$ cat src/rtl/rect_fill_if.sv
// Bundle of the fill request, the RAM write port and the status
// signals between a rect_fill_engine and its surroundings.
interface rect_fill_if #(
  parameter int ADDR_W = 15
);
  logic              start;
  logic [7:0]        x0;
  logic [6:0]        y0;
  logic [7:0]        x1;
  logic [6:0]        y1;
  logic [11:0]       colour;
  logic              slot_free;
  logic              busy;
  logic              done;
  logic              wr_en;
  logic [ADDR_W-1:0] wr_addr;
  logic [11:0]       wr_data;

  modport master (
    output start, x0, y0, x1, y1, colour, slot_free,
    input  busy, done, wr_en, wr_addr, wr_data
  );

  modport slave (
    input  start, x0, y0, x1, y1, colour, slot_free,
    output busy, done, wr_en, wr_addr, wr_data
  );
endinterface

$ cat src/rtl/rect_fill_engine.sv
// Fills a clipped, corner-normalised rectangle of the picture buffer with one
// colour, issuing one RAM write per cycle in which the write slot is free.
//
// state  | meaning
// S_IDLE | waiting for start; request fields latched on start
// S_LOAD | clip, order corners, seed col/row/row_base (one cycle)
// S_FILL | one write per free slot, row-major
// S_DONE | one-cycle done pulse
module rect_fill_engine #(
  parameter int WIDTH  = 160,
  parameter int HEIGHT = 120,
  parameter int ADDR_W = 15
) (
  input logic         clk,
  input logic         reset,
  rect_fill_if.slave  bus
);

  typedef enum logic [1:0] {
    S_IDLE = 2'd0,
    S_LOAD = 2'd1,
    S_FILL = 2'd2,
    S_DONE = 2'd3
  } state_t;

  localparam logic [7:0]        X_MAX    = 8'(WIDTH - 1);
  localparam logic [6:0]        Y_MAX    = 7'(HEIGHT - 1);
  localparam logic [ADDR_W-1:0] W_STRIDE = ADDR_W'(WIDTH);

  state_t            r_state;
  state_t            w_next;

  logic [7:0]        r_x0;
  logic [6:0]        r_y0;
  logic [7:0]        r_x1;
  logic [6:0]        r_y1;
  logic [11:0]       r_colour;
  logic [7:0]        r_xl;
  logic [7:0]        r_xr;
  logic [6:0]        r_yt;
  logic [6:0]        r_yb;
  logic [7:0]        r_col;
  logic [6:0]        r_row;
  logic [ADDR_W-1:0] r_row_base;

  logic [7:0]        w_cx0;
  logic [7:0]        w_cx1;
  logic [6:0]        w_cy0;
  logic [6:0]        w_cy1;
  logic [7:0]        w_xl;
  logic [7:0]        w_xr;
  logic [6:0]        w_yt;
  logic [6:0]        w_yb;
  logic              w_wr_en;
  logic              w_busy;
  logic              w_done;
  logic              w_col_end;
  logic              w_row_end;

  // Constant multiply by WIDTH expressed as a sum of shifted copies of y.
  function automatic logic [ADDR_W-1:0] row_offset(input logic [6:0] y);
    logic [ADDR_W-1:0] acc;
    acc = '0;
    for (int i = 0; i < ADDR_W; i++) begin
      if (WIDTH[i]) acc = acc + (ADDR_W'(y) << i);
    end
    return acc;
  endfunction

  // Clip against the buffer edge, then order the corners.
  assign w_cx0 = (r_x0 > X_MAX) ? X_MAX : r_x0;
  assign w_cx1 = (r_x1 > X_MAX) ? X_MAX : r_x1;
  assign w_cy0 = (r_y0 > Y_MAX) ? Y_MAX : r_y0;
  assign w_cy1 = (r_y1 > Y_MAX) ? Y_MAX : r_y1;
  assign w_xl  = (w_cx0 < w_cx1) ? w_cx0 : w_cx1;
  assign w_xr  = (w_cx0 < w_cx1) ? w_cx1 : w_cx0;
  assign w_yt  = (w_cy0 < w_cy1) ? w_cy0 : w_cy1;
  assign w_yb  = (w_cy0 < w_cy1) ? w_cy1 : w_cy0;

  assign w_col_end = (r_col >= r_xr);
  assign w_row_end = (r_row >= r_yb);

  always_ff @(posedge clk or negedge reset) begin
    if (!reset) begin
      r_state <= S_IDLE;
    end else begin
      r_state <= w_next;
    end
  end

  always_comb begin
    w_next  = r_state;
    w_wr_en = 1'b0;
    w_busy  = 1'b0;
    w_done  = 1'b0;
    case (r_state)
      S_IDLE: begin
        if (bus.start) w_next = S_LOAD;
      end
      S_LOAD: begin
        w_busy = 1'b1;
        w_next = S_FILL;
      end
      S_FILL: begin
        w_busy  = 1'b1;
        w_wr_en = bus.slot_free;
        if (bus.slot_free && w_col_end && w_row_end) w_next = S_DONE;
      end
      S_DONE: begin
        w_done = 1'b1;
        w_next = S_IDLE;
      end
      default: w_next = S_IDLE;
    endcase
  end

  always_ff @(posedge clk or negedge reset) begin
    if (!reset) begin
      r_x0       <= '0;
      r_y0       <= '0;
      r_x1       <= '0;
      r_y1       <= '0;
      r_colour   <= '0;
      r_xl       <= '0;
      r_xr       <= '0;
      r_yt       <= '0;
      r_yb       <= '0;
      r_col      <= '0;
      r_row      <= '0;
      r_row_base <= '0;
    end else begin
      case (r_state)
        S_IDLE: begin
          if (bus.start) begin
            r_x0     <= bus.x0;
            r_y0     <= bus.y0;
            r_x1     <= bus.x1;
            r_y1     <= bus.y1;
            r_colour <= bus.colour;
          end
        end
        S_LOAD: begin
          r_xl       <= w_xl;
          r_xr       <= w_xr;
          r_yt       <= w_yt;
          r_yb       <= w_yb;
          r_col      <= w_xl;
          r_row      <= w_yt;
          r_row_base <= row_offset(w_yt);
        end
        S_FILL: begin
          // A busy slot holds the position so no pixel is skipped or repeated.
          if (w_wr_en) begin
            if (!w_col_end) begin
              r_col <= r_col + 8'd1;
            end else if (!w_row_end) begin
              r_col      <= r_xl;
              r_row      <= r_row + 7'd1;
              r_row_base <= r_row_base + W_STRIDE;
            end
          end
        end
        default: ;
      endcase
    end
  end

  assign bus.busy    = w_busy;
  assign bus.done    = w_done;
  assign bus.wr_en   = w_wr_en;
  assign bus.wr_addr = r_row_base + ADDR_W'(r_col);
  assign bus.wr_data = r_colour;

endmodule

$ cat src/flat_wrapper.sv
// flat-port wrapper written by rule: the top's interface ports become plain ports
module rect_fill_engine_flat 
#(
  parameter int WIDTH  = 160,
  parameter int HEIGHT = 120,
  parameter int ADDR_W = 15
)
  (clk, reset, bus_start, bus_x0, bus_y0, bus_x1, bus_y1, bus_colour, bus_slot_free, bus_busy, bus_done, bus_wr_en, bus_wr_addr, bus_wr_data);
  rect_fill_if #(.ADDR_W(ADDR_W)) bus_i ();
  input logic clk;
  input logic reset;
  input wire logic [$bits(bus_i.start)-1:0] bus_start;
  input wire logic [$bits(bus_i.x0)-1:0] bus_x0;
  input wire logic [$bits(bus_i.y0)-1:0] bus_y0;
  input wire logic [$bits(bus_i.x1)-1:0] bus_x1;
  input wire logic [$bits(bus_i.y1)-1:0] bus_y1;
  input wire logic [$bits(bus_i.colour)-1:0] bus_colour;
  input wire logic [$bits(bus_i.slot_free)-1:0] bus_slot_free;
  output wire logic [$bits(bus_i.busy)-1:0] bus_busy;
  output wire logic [$bits(bus_i.done)-1:0] bus_done;
  output wire logic [$bits(bus_i.wr_en)-1:0] bus_wr_en;
  output wire logic [$bits(bus_i.wr_addr)-1:0] bus_wr_addr;
  output wire logic [$bits(bus_i.wr_data)-1:0] bus_wr_data;
  assign bus_i.start = bus_start;
  assign bus_i.x0 = bus_x0;
  assign bus_i.y0 = bus_y0;
  assign bus_i.x1 = bus_x1;
  assign bus_i.y1 = bus_y1;
  assign bus_i.colour = bus_colour;
  assign bus_i.slot_free = bus_slot_free;
  assign bus_busy = bus_i.busy;
  assign bus_done = bus_i.done;
  assign bus_wr_en = bus_i.wr_en;
  assign bus_wr_addr = bus_i.wr_addr;
  assign bus_wr_data = bus_i.wr_data;
  rect_fill_engine #(.WIDTH(WIDTH), .HEIGHT(HEIGHT), .ADDR_W(ADDR_W)) u_core (.clk(clk), .reset(reset), .bus(bus_i));
endmodule
$ cat config.mk
export PLATFORM = sky130hd
export DESIGN_NAME = rect_fill_engine_flat
export DESIGN_NICKNAME = d
export VERILOG_FILES = /design/src/rtl/rect_fill_if.sv /design/src/rtl/rect_fill_engine.sv /design/src/flat_wrapper.sv
export SDC_FILE = /design/constraint.sdc
export NUM_CORES = 1
export LEC_CHECK = 0
export CAP_MARGIN = 20
export CELL_PAD_IN_SITES_DETAIL_PLACEMENT = 0
export CELL_PAD_IN_SITES_GLOBAL_PLACEMENT = 1
export CORE_MARGIN = 1.5
export CORE_UTILIZATION = 35
export CTS_BUF_LIST = sky130_fd_sc_hd__clkbuf_4
export DETAILED_ROUTE_END_ITERATION = 8
export DONT_BUFFER_PORTS = 1
export MAX_ROUTING_LAYER = met4
export PLACE_DENSITY_LB_ADDON = 0.1
export REMOVE_ABC_BUFFERS = 1
export SYNTH_ARGS = -nofsm -noshare
export SYNTH_HDL_FRONTEND = slang
export SYNTH_SLANG_ARGS = --single-unit
$ cat constraint.sdc
create_clock -name clk -period 4.7 [get_ports clk]
set_input_delay 0.47 -clock clk [delete_from_list [all_inputs] [get_ports clk]]
set_output_delay 0.47 -clock clk [all_outputs]
set_load 0.005 [all_outputs]
# After elaboration in Yosys (flattened, before gate mapping)

Index checks and enable logic that the tools add are counted.

Add/sub/neg operators: 5
Magnitude comparators: 8
Equal/unequal tests: 9
Mux-type cells: 27
Reductions and logical operators: 9

Operators by type and width:

| cell                    | count |
|---|---|
| $mux W15                | 4 |
| $mux W8                 | 7 |
| $mux W7                 | 7 |
| $pmux W15 S2            | 1 |
| $gt A8 B8 Y1 const B    | 2 |
| $pmux W8 S2             | 1 |
| $add A15 B14 Y15        | 1 |
| $add A15 B8 Y15         | 1 |
| $add A15 B8 Y15 const B | 1 |
| $gt A7 B7 Y1 const B    | 2 |
| $pmux W7 S2             | 1 |
| $add A8 B1 Y8 const B   | 1 |
| $ge A8 B8 Y1            | 1 |
| $lt A8 B8 Y1            | 1 |
| $pmux W2 S4             | 1 |
| $add A7 B1 Y7 const B   | 1 |
| $ge A7 B7 Y1            | 1 |
| $lt A7 B7 Y1            | 1 |
| $ne A2 B2 Y1 const B    | 3 |
| $eq A2 B2 Y1 const B    | 2 |
| $mux W2                 | 2 |
| $ne A2 B1 Y1 const B    | 2 |
| $reduce_and A2 Y1       | 2 |
| $reduce_and A4 Y1       | 1 |
| other kinds (8)         | 11 |

Register bits: 97
Output and inout port bits: 30
Word-level logic and storage cells: 70

# Longest topological paths before layout

Depth in word-level cells: 7
Mapped depth: 20
Mapped depth without buffers: 20

# Worst setup path after synthesis

OpenSTA, ideal clock, no wires.

Kind: register to register
Start: register u_core.r_y0[4]
End: register u_core.r_row_base[13]
Setup time: 0.086 ns
Arrival: 3.445 ns
Data required time: 4.614 ns
Path slack: 1.169 ns
Stages on the path, launching flop included: 20
Period minus slack after synthesis: 3.531 ns
Cell sequence: dfrtp_1 > and4_1 > nor2_1 > inv_1 > ha_1 > o21a_1 > o2111ai_1 > o21a_1 > buf_6 > mux2i_1 > ha_1 > inv_1 > fa_1 > nor2b_1 > o21ai_0 > a21oi_1 > xnor2_1 > mux2i_1 > nor2_1 > nor3_1

Cells in the longest elaborated chain, start to end: 7

Ends and longest elaborated chain:

| element                | RTL line                | RTL |
|---|---|---|
| start, declared        | rect_fill_engine.sv:34  | `logic [6:0] r_y0;` |
| start signal, assigned | rect_fill_engine.sv:136 | `r_y0 <= bus.y0;` |
| $gt A7 B7 Y1           | rect_fill_engine.sv:73  | `assign w_cy0 = (r_y0 > Y_MAX) ? Y_MAX : r_y0;` |
| $mux W7 (*)            | rect_fill_engine.sv:73  |  |
| $lt A7 B7 Y1           | rect_fill_engine.sv:77  | `assign w_yt = (w_cy0 < w_cy1) ? w_cy0 : w_cy1;` |
| $mux W7 (*)            | rect_fill_engine.sv:77  |  |
| $mux W15               | rect_fill_engine.sv:132 | `case (r_state)` |
| $add A15 B14 Y15 (*)   | rect_fill_engine.sv:65  | `if (WIDTH[i]) acc = acc + (ADDR_W'(y) << i);` |
| $pmux W15 S2 (*)       | rect_fill_engine.sv:132 |  |
| end signal, assigned   | rect_fill_engine.sv:149 | `r_row_base <= row_offset(w_yt);` |
| end signal, assigned   | rect_fill_engine.sv:159 | `r_row_base <= r_row_base + W_STRIDE;` |
| end, declared          | rect_fill_engine.sv:44  | `logic [ADDR_W-1:0] r_row_base;` |

Mark *: on every way between the ends. The rest lies on a longest branch, timed or not. The select of a mux whose other input is x is not followed.
A chain may end at the register's enable or synchronous reset.

# Final worst setup path

Start: register u_core.r_y0[5]
End: register u_core.r_row_base[13]

The elaborated chain is that of the path after synthesis.

==> impl_metrics.tcl <==
set metrics [dict create \
    yosysSeqAreaShare 0.402 \
    hold_class "input port to register" \
    synth_area_um2 5730 \
    root_buffer "clkbuf_4" \
    synth_edf_count 0 \
    cts_buffers 9 \
    grt-ovfl-total 0 \
    grt_start_max_net_pins 93 \
    yosysWarningCount 0 \
    relSlewSlack 0.426 \
    globalRouteMet1Util 0.255 \
    maxCapViolations 0 \
    arrival_ns 4.56 \
    routedWlPerCell_um 17.4 \
    use_met2 0.246 \
    hold_violations 0 \
    grt-busiest-layer "met1" \
    cts_tree "done" \
    io_buffers 0 \
    core_area_um2 15900 \
    async_flop_share 1.00 \
    cp-end-kind "register" \
    num_vias 4191 \
    timing.critical_path.required_ns 5.10 \
    outcome "complete, no violations" \
    antenna_found_initial 1 \
    dr.pass1.iters 4 \
    grt_use_total 0.177 \
    post-route-period-util 0.885 \
    drt-initial-drc-count 231 \
    syn_avg_cell_area_um2 9.73 \
    critPathMaxFanout 13 \
    setup_tns_ns 0 \
    synth_cell_types 59 \
    grt_setup_unrepaired "false" \
    die_w_um 131 \
    post-route-drc-count 0 \
    start_util 0.359 \
    row_count 46 \
    clock-skew-final_ns 0.0196 \
    drive_gt1_frac 0.152 \
    floorplan.die.height_um 131 \
    via_per_inst 5.26 \
    grt_pass1_wl_um 22300 \
    startpoint_type "register" \
    dieArea_um2 17100 \
    gp_congestion 0.800 \
    io_pins 76 \
    ys.flop_type "dfrtp_1" \
    grt_pass1_vias 4044 \
    worst_slew_pin_slew_ns 0.861 \
    ys_ff_latch 92 \
    use_met3 0.0362 \
    clk_pin_slew_worst_paths_ns 0.18 \
    fin_nets 665 \
    syn_inst 589 \
    htreeDepth 3 \
    setup_viol 0 \
    max_freq_mhz 240 \
    syn_to_final_growth_pct 6.44 \
    worstSetupPathType "register to register" \
    cts-resized-gates 0 \
    ant_nets 0 \
    cts_buffer_depth 2 \
    clkLatencyLatePin_ns 0.48 \
    finalWirelength_um 13900 \
    clock-sinks 92 \
    dpl.hpwl_um 10100 \
    drv_slew 0 \
    fin_crit_ns 4.16 \
]
==> routing by layer <==
metal	wire, um	up-vias
met5	0	-
met4	178	0
met3	626	13
met2	5810	84
met1	7250	2025
li1	-	2069
==> layout make-up <==
class,instances,area [um^2]
antenna,1,2.50
clock buffer,10,75.1
inverter,38,143
fill,1639,9840
clock inverter,6,77.6
multi-input combinational,425,3130
tap,216,270
timing repair buffer,9,103
sequential,92,2300
==> sequential cells by signal (all words and copies together), names as in the netlist <==
| register | cells |
|---|---|
| u_core.bus.wr_data | 12 |
| u_core.r_col | 8 |
| u_core.r_row | 7 |
| u_core.r_row_base | 10 |
| u_core.r_state | 2 |
| u_core.r_x0 | 8 |
| u_core.r_x1 | 8 |
| u_core.r_xl | 8 |
| u_core.r_xr | 8 |
| u_core.r_y0 | 7 |
| u_core.r_y1 | 7 |
| u_core.r_yb | 7 |
==> critical path, stage by stage, from the launching register on <==
cell and delay, ns:
dfrtp_1 0.48, and4_1 0.24, nor2_1 0.12, inv_1 0.08, ha_1 0.29, o21a_1 0.17, o2111ai_1 0.28, o21a_1 0.48
mux2i_1 0.38, ha_1 0.23, inv_1 0.05, fa_1 0.40, nor2b_1 0.12, o21ai_0 0.13, a21oi_1 0.19, xnor2_1 0.08
mux2i_1 0.15, nor2_1 0.05, nor3_1 0.17
==> final timing paths <==
check | from | endpoint | slack, ns | cells past startpoint
worst max-delay path | u_core.r_y0[5]$_DFFE_PN0P_ | u_core.r_row_base[13]$_DFFE_PN0P_ | 0.54 | 18
worst min-delay path | bus_x0[4] | u_core.r_x0[4]$_DFFE_PN0P_ | 0.12 | 1
worst max register to register | u_core.r_y0[5]$_DFFE_PN0P_ | u_core.r_row_base[13]$_DFFE_PN0P_ | 0.54 | 18
worst min register to register | u_core.r_xl[0]$_DFFE_PN0N_ | u_core.r_col[0]$_DFFE_PN0P_ | 0.51 | 2
max in group asynchronous | reset | u_core.r_y0[5]$_DFFE_PN0P_ | 3.72 | 2
min in group asynchronous | reset | u_core.r_state[1]$_DFFE_PN0P_ | 0.58 | 2
==> repair_timing <==
| action | 4_1_cts | 5_1_grt |
|---|---|---|
| hold endpoints to repair | 92 | 0 |
| buffers inserted | 0 | 0 |
| setup endpoints to repair | 0 | 0 |
| hold buffers | 2 | 0 |
==> per-stage QoR <==
stage                     setup slack [ns]  instance area, um^2  instances  hold WS (ns)  utilization
after CTS                            0.481                 6080        795        0.0681        0.381
after global routing                0.0737                 6100        797        0.0724        0.383
after detailed placement             0.487                 5890        777         0.178        0.369
after global placement               0.722                 5890        777         0.179        0.369
after floorplan                      0.846                 5560        555         0.174            -
final                                0.538                 6100        797         0.118        0.383
==> cells in the mapped netlist, types with 2 or more instances <==
library cell / number / area share
inv_1: 37 / 0.024
a22oi_1: 4 / 0.0052
nand2_1: 50 / 0.033
and4_1: 2 / 0.0031
xor2_1: 7 / 0.011
nor4_1: 4 / 0.0044
buf_2: 2 / 0.0017
buf_6: 2 / 0.0039
o22a_1: 4 / 0.0061
a221o_1: 3 / 0.0052
nor4_2: 2 / 0.0044
a31oi_1: 9 / 0.0098
nand3_1: 15 / 0.013
dfrtp_1: 92 / 0.40
a21o_1: 3 / 0.0039
or2_2: 2 / 0.0022
buf_4: 6 / 0.0079
o211ai_1: 3 / 0.0039
mux2i_1: 18 / 0.031
and3_1: 5 / 0.0055
or3_1: 2 / 0.0022
clkbuf_1: 19 / 0.012
o21ai_1: 3 / 0.0026
mux2_2: 54 / 0.11
o311ai_0: 5 / 0.0076
and2_1: 2 / 0.0022
o21ai_0: 30 / 0.026
nor2_1: 48 / 0.031
o21a_1: 4 / 0.0052
xnor2_1: 16 / 0.024
o221ai_1: 4 / 0.0061
a21oi_1: 39 / 0.034
nor3_1: 8 / 0.0070
ha_1: 43 / 0.094
nor2b_1: 9 / 0.0098
a211oi_1: 3 / 0.0039
nand2b_1: 4 / 0.0044
buf_1: 5 / 0.0033
==> cells by family after synthesis <==
kind of cell	count (synthesis)	synth area share
DFF	92	0.402
AOI/OAI and AO/OA	128	0.145
adders and majority gates	44	0.0974
and+or+nand+nor	158	0.129
muxes	72	0.138
buffers and inverters	72	0.0541
xor gates and xnor gates	23	0.0352
==> cell usage in the layout (no fill, tap or decap), types with 3 or more instances in the layout <==
master,count
o21ai_0,30
and3_1,5
a31oi_1,8
a21o_1,3
nor2_1,48
nand2_1,49
ha_1,43
o21a_1,4
a211oi_1,3
nand2b_1,4
xnor2_1,16
xor2_1,7
nand3_1,15
clkbuf_4,10
nor3_1,8
o211ai_1,3
o22a_1,4
o221ai_1,4
dfrtp_1,92
a221o_1,3
mux2_2,54
buf_4,6
nor2b_1,9
o311ai_0,5
o21ai_1,3
inv_1,37
a22oi_1,4
mux2i_1,18
nor4_1,4
a21oi_1,39
Power is left out: the tool's default activity adds up to more than one toggle a clock period on the data nets, which glitch-free logic cannot reach.
